===== src/rtl/pic_seq_ctrl.sv =====
// pic_seq_ctrl: fetch/decode/execute sequencer for the 12-bit accumulator CPU.
// Each instruction takes FETCH -> DECODE -> EXEC. Run, single-step and sleep
// are controlled from the bench/panel. All strobes except ram_oe come straight
// from flops loaded with the value for the state being entered. ram_oe is
// decoded from the state register and the IR register, so it also only moves
// after a clock edge or CLR.
module pic_seq_ctrl #(
    parameter int IR_W    = 12,
    parameter int F_W     = 5,
    parameter int STATE_W = 3
) (
    input  logic               CLK,
    input  logic               CLR,
    input  logic               run,
    input  logic               step,
    input  logic [IR_W-1:0]    ir,
    input  logic               alu_z,
    output logic               rom_oe,
    output logic               ir_en,
    output logic               pc_en,
    output logic               pc_jump,
    output logic               ram_oe,
    output logic               ram_we,
    output logic               acc_en,
    output logic               acc_lit,
    output logic               skip,
    output logic               halted,
    output logic               instr_done,
    output logic [STATE_W-1:0] state
);

    typedef enum logic [2:0] {
        ST_IDLE   = 3'd0,
        ST_FETCH  = 3'd1,
        ST_DECODE = 3'd2,
        ST_EXEC   = 3'd3,
        ST_SLEEP  = 3'd4
    } state_t;

    state_t state_q, state_d;
    logic   skip_q, skip_d;
    logic   step_q, run_q;
    logic   step_rise_s, run_rise_s;

    logic   is_nop_s, is_sleep_s, is_movwf_s, is_alu_s, is_decfsz_s;
    logic   is_movlw_s, is_goto_s, d_bit_s;

    logic   rom_oe_q, ir_en_q, pc_en_q, pc_jump_q, ram_we_q;
    logic   acc_en_q, acc_lit_q, halted_q, instr_done_q;
    logic   rom_oe_d, ir_en_d, pc_en_d, pc_jump_d, ram_we_d;
    logic   acc_en_d, acc_lit_d, halted_d, instr_done_d;
    logic   exec_entry_s, annul_s, ram_oe_s;

    assign step_rise_s = step & ~step_q;
    assign run_rise_s  = run & ~run_q;
    // A pending skip annuls whichever instruction is executed next.
    assign annul_s     = skip_q;

    // Instruction decode of the IR register contents.
    always_comb begin
        is_nop_s    = (ir == IR_W'(12'h000));
        is_sleep_s  = (ir == IR_W'(12'h003));
        is_movwf_s  = (ir[IR_W-1:F_W] == 7'b0000001);
        is_decfsz_s = (ir[IR_W-1:IR_W-6] == 6'b001011);
        is_movlw_s  = (ir[IR_W-1:IR_W-4] == 4'b1100);
        is_goto_s   = (ir[IR_W-1:IR_W-3] == 3'b101);
        d_bit_s     = ir[F_W];
        // Every other code with the top two bits clear is a file-register ALU op.
        is_alu_s    = (ir[IR_W-1:IR_W-2] == 2'b00) && !is_nop_s && !is_sleep_s && !is_movwf_s;
    end

    // Next-state and skip-flag logic of the sequencer.
    always_comb begin
        state_d = state_q;
        skip_d  = skip_q;
        case (state_q)
            ST_IDLE: begin
                if (run) begin
                    state_d = ST_FETCH;
                end else if (step_rise_s) begin
                    state_d = ST_FETCH;
                end else begin
                    state_d = ST_IDLE;
                end
            end
            ST_FETCH:  state_d = ST_DECODE;
            ST_DECODE: state_d = ST_EXEC;
            ST_EXEC: begin
                // An annulled DECFSZ must not re-arm skip.
                if (!annul_s && is_decfsz_s) begin
                    skip_d = alu_z;
                end else begin
                    skip_d = 1'b0;
                end
                if (!annul_s && is_sleep_s) begin
                    state_d = ST_SLEEP;
                end else if (run) begin
                    state_d = ST_FETCH;
                end else begin
                    state_d = ST_IDLE;
                end
            end
            ST_SLEEP: begin
                if (run_rise_s) begin
                    state_d = ST_FETCH;
                end else begin
                    state_d = ST_SLEEP;
                end
            end
            default: begin
                state_d = ST_IDLE;
                skip_d  = 1'b0;
            end
        endcase
    end

    // Strobe values for the state about to be entered (loaded into output flops).
    always_comb begin
        exec_entry_s = (state_d == ST_EXEC);
        rom_oe_d     = (state_d == ST_FETCH);
        ir_en_d      = (state_d == ST_FETCH);
        pc_en_d      = exec_entry_s;
        instr_done_d = exec_entry_s;
        halted_d     = (state_d == ST_SLEEP);
        pc_jump_d    = exec_entry_s && !annul_s && is_goto_s;
        ram_we_d     = exec_entry_s && !annul_s && (is_movwf_s || (is_alu_s && d_bit_s));
        acc_en_d     = exec_entry_s && !annul_s && ((is_alu_s && !d_bit_s) || is_movlw_s);
        acc_lit_d    = exec_entry_s && !annul_s && is_movlw_s;
    end

    // File reads span DECODE and EXEC of ALU ops; driven from registered state and IR.
    always_comb begin
        if ((state_q == ST_DECODE) || (state_q == ST_EXEC)) begin
            ram_oe_s = is_alu_s;
        end else begin
            ram_oe_s = 1'b0;
        end
    end

    // State, skip flag, edge detectors and output strobe registers.
    always_ff @(posedge CLK or negedge CLR) begin
        if (!CLR) begin
            state_q      <= ST_IDLE;
            skip_q       <= 1'b0;
            step_q       <= 1'b0;
            run_q        <= 1'b0;
            rom_oe_q     <= 1'b0;
            ir_en_q      <= 1'b0;
            pc_en_q      <= 1'b0;
            pc_jump_q    <= 1'b0;
            ram_we_q     <= 1'b0;
            acc_en_q     <= 1'b0;
            acc_lit_q    <= 1'b0;
            halted_q     <= 1'b0;
            instr_done_q <= 1'b0;
        end else begin
            state_q      <= state_d;
            skip_q       <= skip_d;
            step_q       <= step;
            run_q        <= run;
            rom_oe_q     <= rom_oe_d;
            ir_en_q      <= ir_en_d;
            pc_en_q      <= pc_en_d;
            pc_jump_q    <= pc_jump_d;
            ram_we_q     <= ram_we_d;
            acc_en_q     <= acc_en_d;
            acc_lit_q    <= acc_lit_d;
            halted_q     <= halted_d;
            instr_done_q <= instr_done_d;
        end
    end

    assign rom_oe     = rom_oe_q;
    assign ir_en      = ir_en_q;
    assign pc_en      = pc_en_q;
    assign pc_jump    = pc_jump_q;
    assign ram_oe     = ram_oe_s;
    assign ram_we     = ram_we_q;
    assign acc_en     = acc_en_q;
    assign acc_lit    = acc_lit_q;
    assign skip       = skip_q;
    assign halted     = halted_q;
    assign instr_done = instr_done_q;
    assign state      = STATE_W'(state_q);

endmodule


===== config.mk =====
export PLATFORM = sky130hd
export DESIGN_NAME = pic_seq_ctrl
export DESIGN_NICKNAME = d
export VERILOG_FILES = /design/src/rtl/pic_seq_ctrl.sv
export SDC_FILE = /design/constraint.sdc
export NUM_CORES = 1
export LEC_CHECK = 0
export CORE_MARGIN = 2
export CORE_UTILIZATION = 41
export DETAILED_ROUTE_END_ITERATION = 10
export GPL_TIMING_DRIVEN = 1
export PLACE_DENSITY = 0.84
export SLEW_MARGIN = 20
export SYNTH_ARGS = -nofsm -noshare
export SYNTH_HDL_FRONTEND = slang
export SYNTH_SLANG_ARGS = --single-unit

===== constraint.sdc =====
create_clock -name CLK -period 2.4 [get_ports CLK]
set_clock_uncertainty 0.2 [all_clocks]
set_input_delay 0.48 -clock CLK [delete_from_list [all_inputs] [get_ports CLK]]
set_output_delay 0.48 -clock CLK [all_outputs]
set_load 0.05 [all_outputs]

## Yosys cells after proc, flatten, opt, wreduce, memory -nomap -nowiden

Index checks and enable logic that the tools add are counted.

| storage, ports and cells | value |
|---|---|
| register bits after elaboration | 13 |
| bits of input ports | 17 |
| output and inout port bits | 14 |
| logic and storage cells | 60 |

| cells by class | value |
|---|---|
| eq/ne operators | 12 |
| mux-type cells | 9 |
| bitwise logic cells | 4 |
| reduce and logical (&&, ||, !) cells | 24 |

Operators by type and width:

| cell | number |
|---|---|
| case mux 3 bit (5 select lines) | 1 |
| equality test 12 x 2 -> 1 bit (second input constant) | 1 |
| logical AND 1 bit | 12 |
| zero test 12 bit | 1 |
| equality test 3 x 2 -> 1 bit (second input constant) | 3 |
| equality test 3 bit (second input constant) | 3 |
| equality test 7 x 1 -> 1 bit (second input constant) | 1 |
| equality test 3 x 1 -> 1 bit (second input constant) | 2 |
| equality test 6 x 4 -> 1 bit (second input constant) | 1 |
| two-way mux 3 bit | 2 |
| zero test 1 bit | 5 |
| two-way mux 1 bit | 5 |
| equality test 4 bit (second input constant) | 1 |
| OR reduction 4 bit | 1 |
| zero test 3 bit | 1 |
| logical OR 1 bit | 3 |
| AND 1 bit | 2 |
| zero test 2 bit | 1 |
| inverter 1 bit | 2 |
| case mux 1 bit (2 select lines) | 1 |

## Depth between registers and ports, before layout

| logic depth | value |
|---|---|
| depth in word-level cells | 8 |
| gate-level depth with buffers | 5 |
| gate-level depth less buffers | 4 |

## Worst setup path after synthesis

No wires, ideal clock.

| timing path | value |
|---|---|
| path kind | flip-flop to output port |
| from | reg state_q[1], in the netlist state[1] |
| to | out ram_oe |
| arrival | 1.794 ns |
| data required time | 1.720 ns |
| slack | -0.074 ns |
| stages on the path, launching flop included | 5 |
| path buffers | 1 |
| path through | dfrtp_1 > buf_4 > nor2b_1 > nand2_1 > nor2_1 |

| on the way | value |
|---|---|
| longest elaborated chain between the ends | 3 |
| elaborated cells on any way between the ends | 4 |
| those cells by class | eq/ne: 2; mux: 1; reduce/logical: 1 |

RTL lines:

| element | line | text |
|---|---|---|
| start, declared | 40 | `state_t state_q, state_d;` |
| start signal, assigned | 157 | `state_q <= state_d;` |
| equality test 3 x 2 -> 1 bit | 133 | `if ((state_q == ST_DECODE) \|\| (state_q == ST_EXEC)) begin` |
| logical OR 1 bit * | 133 |  |
| two-way mux 1 bit * | 133 |  |
| end, declared | 22 | `output logic ram_oe,` |

Every way passes the cells marked *; elsewhere a longest branch is shown, timed or not.

## Worst setup path after layout

| timing path | value |
|---|---|
| from | in ir[8] |
| to | out ram_oe |

| on the way | value |
|---|---|
| longest elaborated chain between the ends | 6 |
| elaborated cells on any way between the ends | 10 |
| those cells by class | eq/ne: 2; mux: 1; reduce/logical: 7 |

RTL lines:

| element | line | text |
|---|---|---|
| start, declared | 16 | `input logic [IR_W-1:0] ir,` |
| zero test 12 bit | 61 | `is_nop_s = (ir == IR_W'(12'h000));` |
| zero test 1 bit | 69 | `is_alu_s = (ir[IR_W-1:IR_W-2] == 2'b00) && !is_nop_s && !is_sleep_s && !is_movwf_s;` |
| logical AND 1 bit (2 in a row) | 69 |  |
| logical AND 1 bit * | 69 |  |
| two-way mux 1 bit * | 133 |  |

Marks and branches as above.

==> run summary <==
Syn Nets = 81
Yosys top cell area share = 50.68%
Finished Core Util = 67.40%
Final setup viols = 0
Post-synth top flop = dfrtp_1
Grt met2 use = 30.29%
Average routed wire per standard cell = 12.45 um
Die Height = 43.57 um
GR Overflow Total = 0
CP Launch Type = primary input
Hold_ws = 0.2895 ns
Pwr/cell area = 941.9 nW/um^2
Crit share post-route = 97.84%
Sink Count = 13
Busiest grt layer = met2
Total vias in the final route = 594
Arrival @ worst endpoint = 1.67 ns
Vias in the first global route = 611
Max Cap Viol = 0
Max VDD drop = 0.0005117 V
FILL cells = 126
FFs w/ async S/R, synth = 100.0%
Core footprint = 1489 sq um
Pins Over Slew Limit = 0
Detailed-route DRC error count = 0
Synth Warn # = 0
Crit path max fanout = 3
WP data required = 1.72 ns
First-pass GRT wire length = 2339 um
Port Buffers = 30
DRT iter0 DRCs = 5
Minimum clock period after layout = 2.348 ns
Clock Root Buffer = clkbuf_4
Synth unique cells = 27
Post-DP HPWL = 1107 um
M3 GR Usage = 5.833%
Most common cell in the synthesized netlist = dfrtp_1
Register area share after synthesis = 50.68%
IO Pins = 31
EDFF count, synth = 0
Largest net degree at the start of global routing = 14
Layout cell share with drive strength beyond 1 = 11.46%
Hold Path Class = in2reg
Worst Tran Pin Value = 0.5746 ns
H-tree levels = 1
Total wire length = 1394 um
Diode count = 0
FP Rows = 14
CTS tree = done
Final Hold Viols = 0
Die Span X = 43.57 um
Gpl congestion = 0.7872
Synth Cell Area = 641.9 sq um
Synth area leader = dfrtp_1
Final Total Pwr = 0.0009452 W
Worst skew pair latency = 0.27 ns
Via/cell ratio = 5.304
Area grow syn2layout = 56.33%
Setup TNS = 0 ns
Critical Path Sink Type = primary output
Outcome = completed
Die Footprint = 1898 sq um
Worst slew margin = 61.57%
Ranking of synthesized cells by area = dfrtp_1 (51%), buf_4 (3.5%), nand2_1 (3.5%)
Met1 Track Usage GR = 17.29%
Clk buf depth = 2
Clk slew on worst S/H paths = 0.08 ns
# nets final = 114
Pleak = 0.4511 nW
TritonCTS buffer count = 3
Final ANT Viol Nets = 0
Initial Util = 43.11%
Max frequency = 425.9 MHz
Mapped Avg Cell Area = 10.03 sq um
Drt pass-1 iters = 4
Number of setup buffers added after CTS = 0
Critical path class = in2out
Mapped Cells = 64
Initial antenna violation count = 0
#FFs+latches synth = 13
Most instantiated cells after synthesis = dfrtp_1 (13), nand2_1 (6), nor2_1 (6)
GRT Total Usage = 16.52%
Reg2reg setup slack = 0.64 ns
[worst max-delay path, cell delays in order]
cell and delay (ns):
clkdlybuf4s50_1 0.45, nor4_2 0.26, nand2_1 0.13, a21oi_2 0.14, nor2_2 0.07, buf_12 0.14
[per-layer routing]
layer	part of all wire, %	wire [um]
met1	40	558
met2	51	717
met3	7.1	99
met4	1.4	19
met5	0	0
[placed cells by master (no fill, tap or decap), types with 2 or more instances in the layout]
cell type        netlist  routed
and4b_1                2       2
dlymetal6s2s_1         0       3
nor2_2                 1       2
nand3_1                3       3
and4_1                 2       2
o41ai_1                2       2
inv_1                  3       3
buf_4                  3       2
nand2_1                6       6
clkdlybuf4s50_1        0      26
clkbuf_4               0       3
dfrtp_1               13      13
and3_1                 2       2
o31ai_1                2       2
nor2b_1                3       3
nor2_1                 6       5
[stage by stage]
stage	area, sq um	cells	setup slack (ns)
after floorplan	644.4	64	0.1298
after global placement	962.2	108	-0.02089
after detailed placement	962.2	108	-0.04321
after CTS	988.4	112	0.006454
after global routing	1003	112	-0.007089
final	1003	112	0.05189
[flip-flops by register name, summed over array words and instances, names as in the netlist]
register and flops:
pc_jump 1, ram_we 1, state 3, ir_en 1, acc_lit 1, step_q 1, run_q 1, acc_en 1
instr_done 1, skip 1, halted 1
[where the power goes]
part           switching [W]  internal [W]  total [W]
sequential         0.0000178      0.000259   0.000277
combinational       0.000332      0.000199   0.000532
clock              0.0000723     0.0000644   0.000137
[final cells by class]
| cell class | count | area (sq um) | area share [%] |
|---|---|---|---|
| multi-input combinational | 44 | 287.8 | 28.68 |
| tap | 16 | 20.02 | 1.995 |
| sequential | 13 | 325.3 | 32.42 |
| timing repair buffer | 32 | 332.8 | 33.17 |
| clock buffer | 4 | 26.28 | 2.618 |
| inverter | 3 | 11.26 | 1.122 |
[cell families (layout without fill, tap and decap cells)]
logic type	Yosys count	in the layout	share of synthesized area, %
compound gates	11	11	11.70
xor+xnor	1	1	1.365
buf+inv	7	39	6.042
flops	13	13	50.68
simple gates	32	32	30.22
[worst paths after layout]
| path | startpoint | to | depth (start not counted) |
|---|---|---|---|
| setup / recovery | ir[8] | ram_oe | 6 |
| hold / removal | ir[5] | ram_we | 2 |
| setup reg to reg | state[1] | ir_en | 5 |
| hold reg to reg | skip | skip | 1 |
| max in group asynchronous | CLR | state[0] | 1 |
| min in group asynchronous | CLR | state[2] | 1 |
[repair_timing]
action / CTS / global route
endpoints found under the setup margin: 1 / 1
endpoints found under the hold margin: 0 / 0
hold buffers: 0 / 0
resized for setup: 1 / 5
pin swaps: 0 / 4
No activity file was read; power rests on OpenSTA's default activity.
